$ cat src/rtl/erlist_loader.sv
// Byte-stream loader for the Earthrise command list: parses a 16-bit little-endian
// word count, writes payload bytes into erlist lanes, and optionally kicks er_start.
module erlist_loader #(
    parameter int BYTE     = 8,
    parameter int BYTE_CNT = 4,
    parameter int WORD     = BYTE * BYTE_CNT,
    parameter int ADDRW    = 10,
    parameter int LENW     = 16
) (
    input  logic                clk_sys,
    input  logic                rst_sys_n,
    input  logic                load,
    input  logic                auto_start,
    input  logic [ADDRW-1:0]    addr_base,
    input  logic                er_busy,
    input  logic [BYTE-1:0]     s_data,
    input  logic                s_valid,
    output logic                s_ready,
    output logic [BYTE_CNT-1:0] we,
    output logic [ADDRW-1:0]    addr,
    output logic [WORD-1:0]     din,
    output logic                er_start,
    output logic                busy,
    output logic                done,
    output logic                err
);

    localparam int IDXW = (BYTE_CNT > 1) ? $clog2(BYTE_CNT) : 1;
    localparam logic [LENW:0] DEPTH = (LENW+1)'(1) << ADDRW;

    typedef enum logic [2:0] {
        S_IDLE, S_HDR0, S_HDR1, S_DATA, S_DRAIN, S_FIN
    } state_t;

    state_t                state_reg, state_next;
    logic [ADDRW-1:0]      ptr_reg;
    logic [LENW-1:0]       len_reg;
    logic [IDXW-1:0]       idx_reg;
    logic                  auto_reg;
    logic                  err_reg;
    logic [BYTE_CNT-1:0]   we_reg;
    logic [ADDRW-1:0]      addr_reg;
    logic [WORD-1:0]       din_reg;
    logic                  done_reg;
    logic                  start_reg;
    logic                  busy_reg;

    logic                  xfer;
    logic                  last_byte;
    logic                  accept;
    logic [LENW-1:0]       len_hdr;
    logic [LENW:0]         room;
    logic                  len_ovf;
    logic [WORD-1:0]       din_rep;

    assign xfer      = s_valid & s_ready;
    assign last_byte = (idx_reg == IDXW'(BYTE_CNT - 1));
    assign accept    = load & ~er_busy;
    assign len_hdr   = LENW'({s_data, len_reg[BYTE-1:0]});
    // Words left between the base and the top of erlist, one bit wider than len.
    assign room      = DEPTH - {{(LENW+1-ADDRW){1'b0}}, ptr_reg};
    assign len_ovf   = ({1'b0, len_hdr} > room);

    generate
        for (genvar gi = 0; gi < BYTE_CNT; gi++) begin : g_lane
            assign din_rep[gi*BYTE +: BYTE] = s_data;
        end
    endgenerate

    always_ff @(posedge clk_sys or negedge rst_sys_n) begin
        if (!rst_sys_n) begin
            state_reg <= S_IDLE;
        end else begin
            state_reg <= state_next;
        end
    end

    always_comb begin
        state_next = state_reg;
        case (state_reg)
            S_IDLE:  if (accept) state_next = S_HDR0;
            S_HDR0:  if (xfer) state_next = S_HDR1;
            S_HDR1: begin
                if (xfer) begin
                    if (len_hdr == '0)  state_next = S_FIN;
                    else if (len_ovf)   state_next = S_DRAIN;
                    else                state_next = S_DATA;
                end
            end
            S_DATA, S_DRAIN: begin
                if (xfer && last_byte && (len_reg == LENW'(1))) state_next = S_FIN;
            end
            S_FIN:   state_next = S_IDLE;
            default: state_next = S_IDLE;
        endcase
    end

    always_comb begin
        s_ready = 1'b0;
        case (state_reg)
            S_HDR0, S_HDR1, S_DATA, S_DRAIN: s_ready = 1'b1;
            default:                         s_ready = 1'b0;
        endcase
    end

    always_ff @(posedge clk_sys or negedge rst_sys_n) begin
        if (!rst_sys_n) begin
            ptr_reg   <= '0;
            len_reg   <= '0;
            idx_reg   <= '0;
            auto_reg  <= 1'b0;
            err_reg   <= 1'b0;
            we_reg    <= '0;
            addr_reg  <= '0;
            din_reg   <= '0;
            done_reg  <= 1'b0;
            start_reg <= 1'b0;
            busy_reg  <= 1'b0;
        end else begin
            we_reg    <= '0;
            done_reg  <= (state_reg == S_FIN);
            // err is already final in FIN, so the start decision can use it directly.
            start_reg <= (state_reg == S_FIN) & auto_reg & ~err_reg;
            busy_reg  <= (state_next != S_IDLE);
            case (state_reg)
                S_IDLE: begin
                    if (accept) begin
                        ptr_reg  <= addr_base;
                        auto_reg <= auto_start;
                        err_reg  <= 1'b0;
                        idx_reg  <= '0;
                    end
                end
                S_HDR0: begin
                    if (xfer) len_reg[BYTE-1:0] <= s_data;
                end
                S_HDR1: begin
                    if (xfer) begin
                        len_reg <= len_hdr;
                        idx_reg <= '0;
                        if ((len_hdr != '0) && len_ovf) err_reg <= 1'b1;
                    end
                end
                S_DATA, S_DRAIN: begin
                    if (xfer) begin
                        if (state_reg == S_DATA) begin
                            we_reg   <= BYTE_CNT'(1) << idx_reg;
                            addr_reg <= ptr_reg;
                            din_reg  <= din_rep;
                        end
                        if (last_byte) begin
                            idx_reg <= '0;
                            len_reg <= len_reg - LENW'(1);
                            if (state_reg == S_DATA) ptr_reg <= ptr_reg + ADDRW'(1);
                        end else begin
                            idx_reg <= idx_reg + IDXW'(1);
                        end
                    end
                end
                default: ;
            endcase
        end
    end

    assign we       = we_reg;
    assign addr     = addr_reg;
    assign din      = din_reg;
    assign er_start = start_reg;
    assign busy     = busy_reg;
    assign done     = done_reg;
    assign err      = err_reg;

endmodule

$ cat config.mk
export PLATFORM = sky130hd
export DESIGN_NAME = erlist_loader
export DESIGN_NICKNAME = d
export VERILOG_FILES = /design/src/rtl/erlist_loader.sv
export SDC_FILE = /design/constraint.sdc
export NUM_CORES = 1
export LEC_CHECK = 0
export CAP_MARGIN = 5
export CORE_MARGIN = 2
export CORE_UTILIZATION = 45
export DETAILED_ROUTE_END_ITERATION = 6
export HOLD_SLACK_MARGIN = 0.05
export PLACE_DENSITY = 0.74
export SETUP_SLACK_MARGIN = 0.1
export SLEW_MARGIN = 15
export SYNTH_ARGS = -nofsm -noshare
export SYNTH_HDL_FRONTEND = slang
export SYNTH_SLANG_ARGS = --single-unit
$ cat constraint.sdc
create_clock -name clk_sys -period 3.4 [get_ports clk_sys]
set_input_delay 1.02 -clock clk_sys [delete_from_list [all_inputs] [get_ports clk_sys]]
set_output_delay 1.02 -clock clk_sys [all_outputs]
set_load 0.01 [all_outputs]
== Word-level counts from Yosys, hierarchy flattened ==
Index checks and enable logic that the tools add are counted.
Word-level totals
  flip-flop bits (word level): 82
  latch bits: 0
  RAM bits: 0
  bits in read-only memories: 0
  bits of input ports: 24
  output and inout bits: 51
  word-level logic and storage cells: 92
  memories kept: 0
Operators by class
  add/sub/neg operators: 4
  multiply operators: 0
  divide/modulo/power cells: 0
  order comparisons: 1
  equality and inequality tests: 14
  shift operators: 1
  mux-type cells: 31
  bitwise logic cells: 7
  reductions and logical operators: 21
Operator list (number)
  16-bit 2-to-1 mux: 3
  10-bit 2-to-1 mux: 4
  8-bit one-hot mux with 3 select lines: 1
  10-bit one-hot mux with 2 select lines: 1
  3-bit 2-to-1 mux: 6
  16-bit by 17-bit > comparator with 1-bit output: 1
  16-bit by 1-bit == test with 1-bit output, second input constant: 1
  16-bit logical NOT: 1
  8-bit one-hot mux with 2 select lines: 1
  16-bit nonzero test: 1
  16-bit by 1-bit subtractor with 16-bit output, second input constant: 1
  2-bit inequality test, second input constant: 7
  4-bit 2-to-1 mux: 3
  3-bit one-hot mux with 4 select lines: 1
  4-bit AND reduction: 3
  11-bit by 10-bit subtractor with 12-bit output, first input constant: 1
  10-bit by 1-bit adder with 10-bit output, second input constant: 1
  5-bit AND reduction: 2
  2-bit 2-to-1 mux: 4
  8-bit 2-to-1 mux: 1
  2-bit nonzero test: 4
  3-bit by 2-bit == test with 1-bit output, second input constant: 2
  3-bit == test, second input constant: 2
  2-bit one-hot mux with 3 select lines: 1
  15 further kinds: 26

== Depth between registers and ports, before layout ==
  word-level depth: 9
  depth in mapped cells: 12
  mapped depth without buffers: 12

== Least setup slack after synthesis ==
OpenSTA, ideal clock, no wires.
  path kind: register to register
  start: reg ptr_reg[4]
  end: reg busy_reg (netlist: busy)
  setup time: 0.133 ns
  data arrival time: 2.832 ns
  data required time: 3.267 ns
  path slack: 0.435 ns
  cell stages (with the launch flop): 11
  path buffers: 1
  clock period less this slack: 2.965 ns
  cells stage by stage: dfrtp_1 clkbuf_1 or4_1 or4_1 ha_1 nand2_1 nor2_1 o311ai_2 and3_2 a211o_1 nand4bb_1
Between the ends
  longest elaborated chain between the ends: 7
RTL lines
  start: declaration: RTL line 36  | logic [ADDRW-1:0] ptr_reg;
  start signal: assignment: RTL line 128  | ptr_reg <= addr_base;
  start signal: assignment: RTL line 154  | if (state_reg == S_DATA) ptr_reg <= ptr_reg + ADDRW'(1);
  11-bit by 10-bit subtractor with 12-bit output: RTL line 61  | assign room = DEPTH - {{(LENW+1-ADDRW){1'b0}}, ptr_reg};
  16-bit by 17-bit > comparator with 1-bit output: RTL line 62  | assign len_ovf = ({1'b0, len_hdr} > room);
  3-bit 2-to-1 mux: RTL line 86  | else if (len_ovf) state_next = S_DRAIN;
  3-bit 2-to-1 mux: RTL line 85  | if (len_hdr == '0) state_next = S_FIN;
  3-bit 2-to-1 mux: RTL line 84  | if (xfer) begin
  3-bit one-hot mux with 4 select lines: RTL line 80  | case (state_reg)
  via state_next[0]: RTL line 35  | state_t state_reg, state_next;
  3-bit nonzero test: RTL line 124  | busy_reg <= (state_next != S_IDLE);
  end signal: assignment: RTL line 124
  end: declaration: RTL line 46  | logic busy_reg;
The timed path passes the listed nets, and every way through them passes these cells.
A chain may end at the register's enable or synchronous reset.

== Final worst setup path ==
  start: reg ptr_reg[6]
  end: reg busy_reg (netlist: busy)
The elaborated chain is that of the path after synthesis.

==> impl_metrics.tcl <==
set metrics [dict create \
    maxCapViolCount 0 \
    setup_viol 0 \
    synth.net_count 483 \
    worstPathMaxFanout 7 \
    routed_wl_um 9350 \
    die_w_um 94.2 \
    critical_path_class "flop to flop" \
    synth_cells 440 \
    io_buffer_count 74 \
    drive_gt1_frac 0.0845 \
    fillCellCount 698 \
    synthMuxAreaShare 0.00855 \
    yosys_warnings 0 \
    syn_to_final_growth_pct 25.2 \
    synth_top_family_by_area "simple AND/OR/NAND/NOR gates" \
    synthesis.area_um2 3660 \
    async_reset_ff_frac 1.00 \
    grt_use_total 0.223 \
    synth_xor_area_frac 0.0192 \
    hp-class "flop to flop" \
    whs_ns 0.474 \
    cpPeakStageDelay_ns 0.57 \
    start_util 0.469 \
    cts.clk_slew.worst_paths_ns 0.07 \
    cp-end-kind "flop" \
    grt_start_max_net_pins 35 \
    synth_compound_area_frac 0.175 \
    vdd_drop_max_uv 330 \
    comb_power_share 0.471 \
    ys.flop_type "dfrtp_1" \
    drc_errors 0 \
    grt_antenna_before_repair 0 \
    final_antenna_net_count 0 \
    power_frac_clock 0.187 \
    grt_pass1_vias 3150 \
    cts_root_buf "clkbuf_8" \
    crit_arrival_ns 3.35 \
    cts_made_buffers 9 \
    p_leak_nw 1.96 \
    critPathSlowestCell "or4_1" \
    power.density_nw_per_um2 836 \
    cts_sinks 58 \
    n_antenna_cell 0 \
    sw_frac_of_total 0.410 \
    cpMostUsedCell "or4_1" \
    relSlewSlack 0.204 \
    rsz0062_at_grt "no" \
    nets 535 \
    cts_hold_buf 0 \
    startpoint_type "flop" \
    ys_types 55 \
    r2r_cells 9 \
    outcome "completed" \
    syn_avg_cell_area_um2 8.31 \
    period_minus_slack_ns 3.15 \
    num_rows 32 \
    slew_viol_final 0 \
    post-place-ws_ns 0.126 \
    synth-edff-count 0 \
    wl_per_cell_um 15.6 \
    clock_skew_ns 0.00574 \
    place_congestion 0.919 \
    num_io_pins 75 \
    synth_fa_ha_area_frac 0.0650 \
    cts_buffer_depth 2 \
    clock_latency_ns 0.33 \
    place_hpwl_um 6970 \
    drtIter0Drc 414 \
    viasPerCell 5.64 \
    globalRoute.totalOverflow 0 \
    ys_seq_elements 58 \
    pwr-share-seq 0.342 \
    ys_seq_area_frac 0.397 \
    intPower_mw 2.26 \
    via_count 3378 \
    dieArea_um2 8870 \
    largest_reg_flops 16 \
    timing.final.crit_share 0.927 \
    fmax_mhz 317 \
    worst_pin_slew_ns 1.19 \
    hold_viol 0 \
    cp_data_required_time_ns 3.59 \
    hold_depth 2 \
    grt_pass1_wl_um 15500 \
    chipHeight_um 94.2 \
    yosys.area_share.simple 0.242 \
    power_switching_mw 1.57 \
    core_um2 7810 \
    layout_setup_ws_ns 0.247 \
    tritoncts "yes" \
    htreeDepth 3 \
    drtPass1Iterations 6 \
    crit_chain "or4_1 > or4_1 > ha_4 > nand2_1 > nor2_1 > o311ai_2 > and3_2 > a211o_1 > nand4bb_1" \
    totalNegativeSetupSlack_ns 0 \
]
-- per-layer routing --
metal  global-route usage  routed length, um  vias to the layer above
met5                    0                  0                        -
met4               0.0580                 84                        0
met3               0.0554                793                       13
met2                0.343               4260                      165
met1                0.315               4210                     1582
li1                     -                  -                     1618
-- logic make-up after synthesis --
family,Yosys count
AND/OR/NAND/NOR,184
AO/OA/AOI/OAI,107
buffers and inverters,61
flip-flops,58
adder cells (fa/ha/maj),19
XOR/XNOR,8
multiplexers,3
-- repair_timing --
item | CTS | global route
resized for setup | 0 | 3
setup buffers | 0 | 0
endpoints found under the setup margin | 0 | 1
-- final timing paths --
| check | slack [ns] | endpoint | start |
|---|---|---|---|
| min reg2reg | 0.47 | addr[8] | addr[8] |
| max reg2reg | 0.25 | busy | ptr_reg[6] |
| min in group asynchronous | 0.79 | len_reg[9] | rst_sys_n |
| min | 0.47 | addr[8] | addr[8] |
| max | 0.25 | busy | ptr_reg[6] |
| max in group asynchronous | 1.92 | din[29] | rst_sys_n |
-- per-stage QoR --
stage / cell area [um2] / utilization / cells / power, mW
floorplan: 3660 / - / 440 / 2.47
global placement: 4340 / 0.556 / 583 / 3.03
detailed placement: 4340 / 0.556 / 583 / 3.10
CTS: 4570 / 0.585 / 599 / 3.83
global route: 4580 / 0.587 / 599 / 4.15
finish: 4580 / 0.587 / 599 / 3.83
-- area by class of cell --
cell class,instances,area [um2],area share
multi-input combinational,321,1880,0.411
clock buffer,10,138,0.0300
timing repair buffer,87,833,0.182
tap,102,128,0.0279
sequential,58,1450,0.317
clock inverter,6,88.8,0.0194
inverter,15,56.3,0.0123
-- synth_stat cells, drive strengths merged (4+ instances only) --
library cell	instances	area, um2
inv	15	56.3
o22a	4	35.0
nand4	6	37.5
clkbuf	17	63.8
nor3	14	70.1
nor4	9	62.6
o21ai	38	190
ha	19	238
a21oi	41	209
buf	29	219
nand2	80	300
xor2	6	52.6
nor2	34	128
nand2b	4	25.0
and2	4	25.0
and3	4	26.3
nor3b	5	48.8
a31oi	4	25.0
dfrtp	58	1450
nand3	11	55.1
-- worst max-delay path, delay by kind of cell, from the launching register on --
family,cells,cell delay [ns]
DFF,1,0.46
and+or+nand+nor,6,1.80
adders and majority gates,1,0.33
AOI/OAI and AO/OA,2,0.44
-- power by group through the flow --
stage                     logic (mW)  registers [mW]  clock network, mW
after floorplan                 1.24            1.22                  0
after global placement          1.74            1.29                  0
after detailed placement        1.79            1.31                  0
after CTS                       1.80            1.30              0.734
after global routing            2.01            1.36              0.770
final                           1.80            1.31              0.718
-- placed cells by master (no fill, tap or decap), drive strengths merged, types with 2 or more instances in the layout --
master and instances:
a211oi 2, a21oi 41, a22oi 3, a31oi 4, and2 4, and3 4
buf 14, bufinv 2, clkbuf 10, clkdlybuf4s50 73, clkinvlp 2, dfrtp 58
ha 19, inv 16, mux2i 2, nand2 80, nand2b 4, nand3 11
nand4 6, nor2 34, nor2b 2, nor3 14, nor3b 5, nor4 9
o21a 2, o21ai 38, o22a 4, o22ai 3, or3b 2, or4 3
xnor2 2, xor2 6
Power figures use the tool's default switching activity.
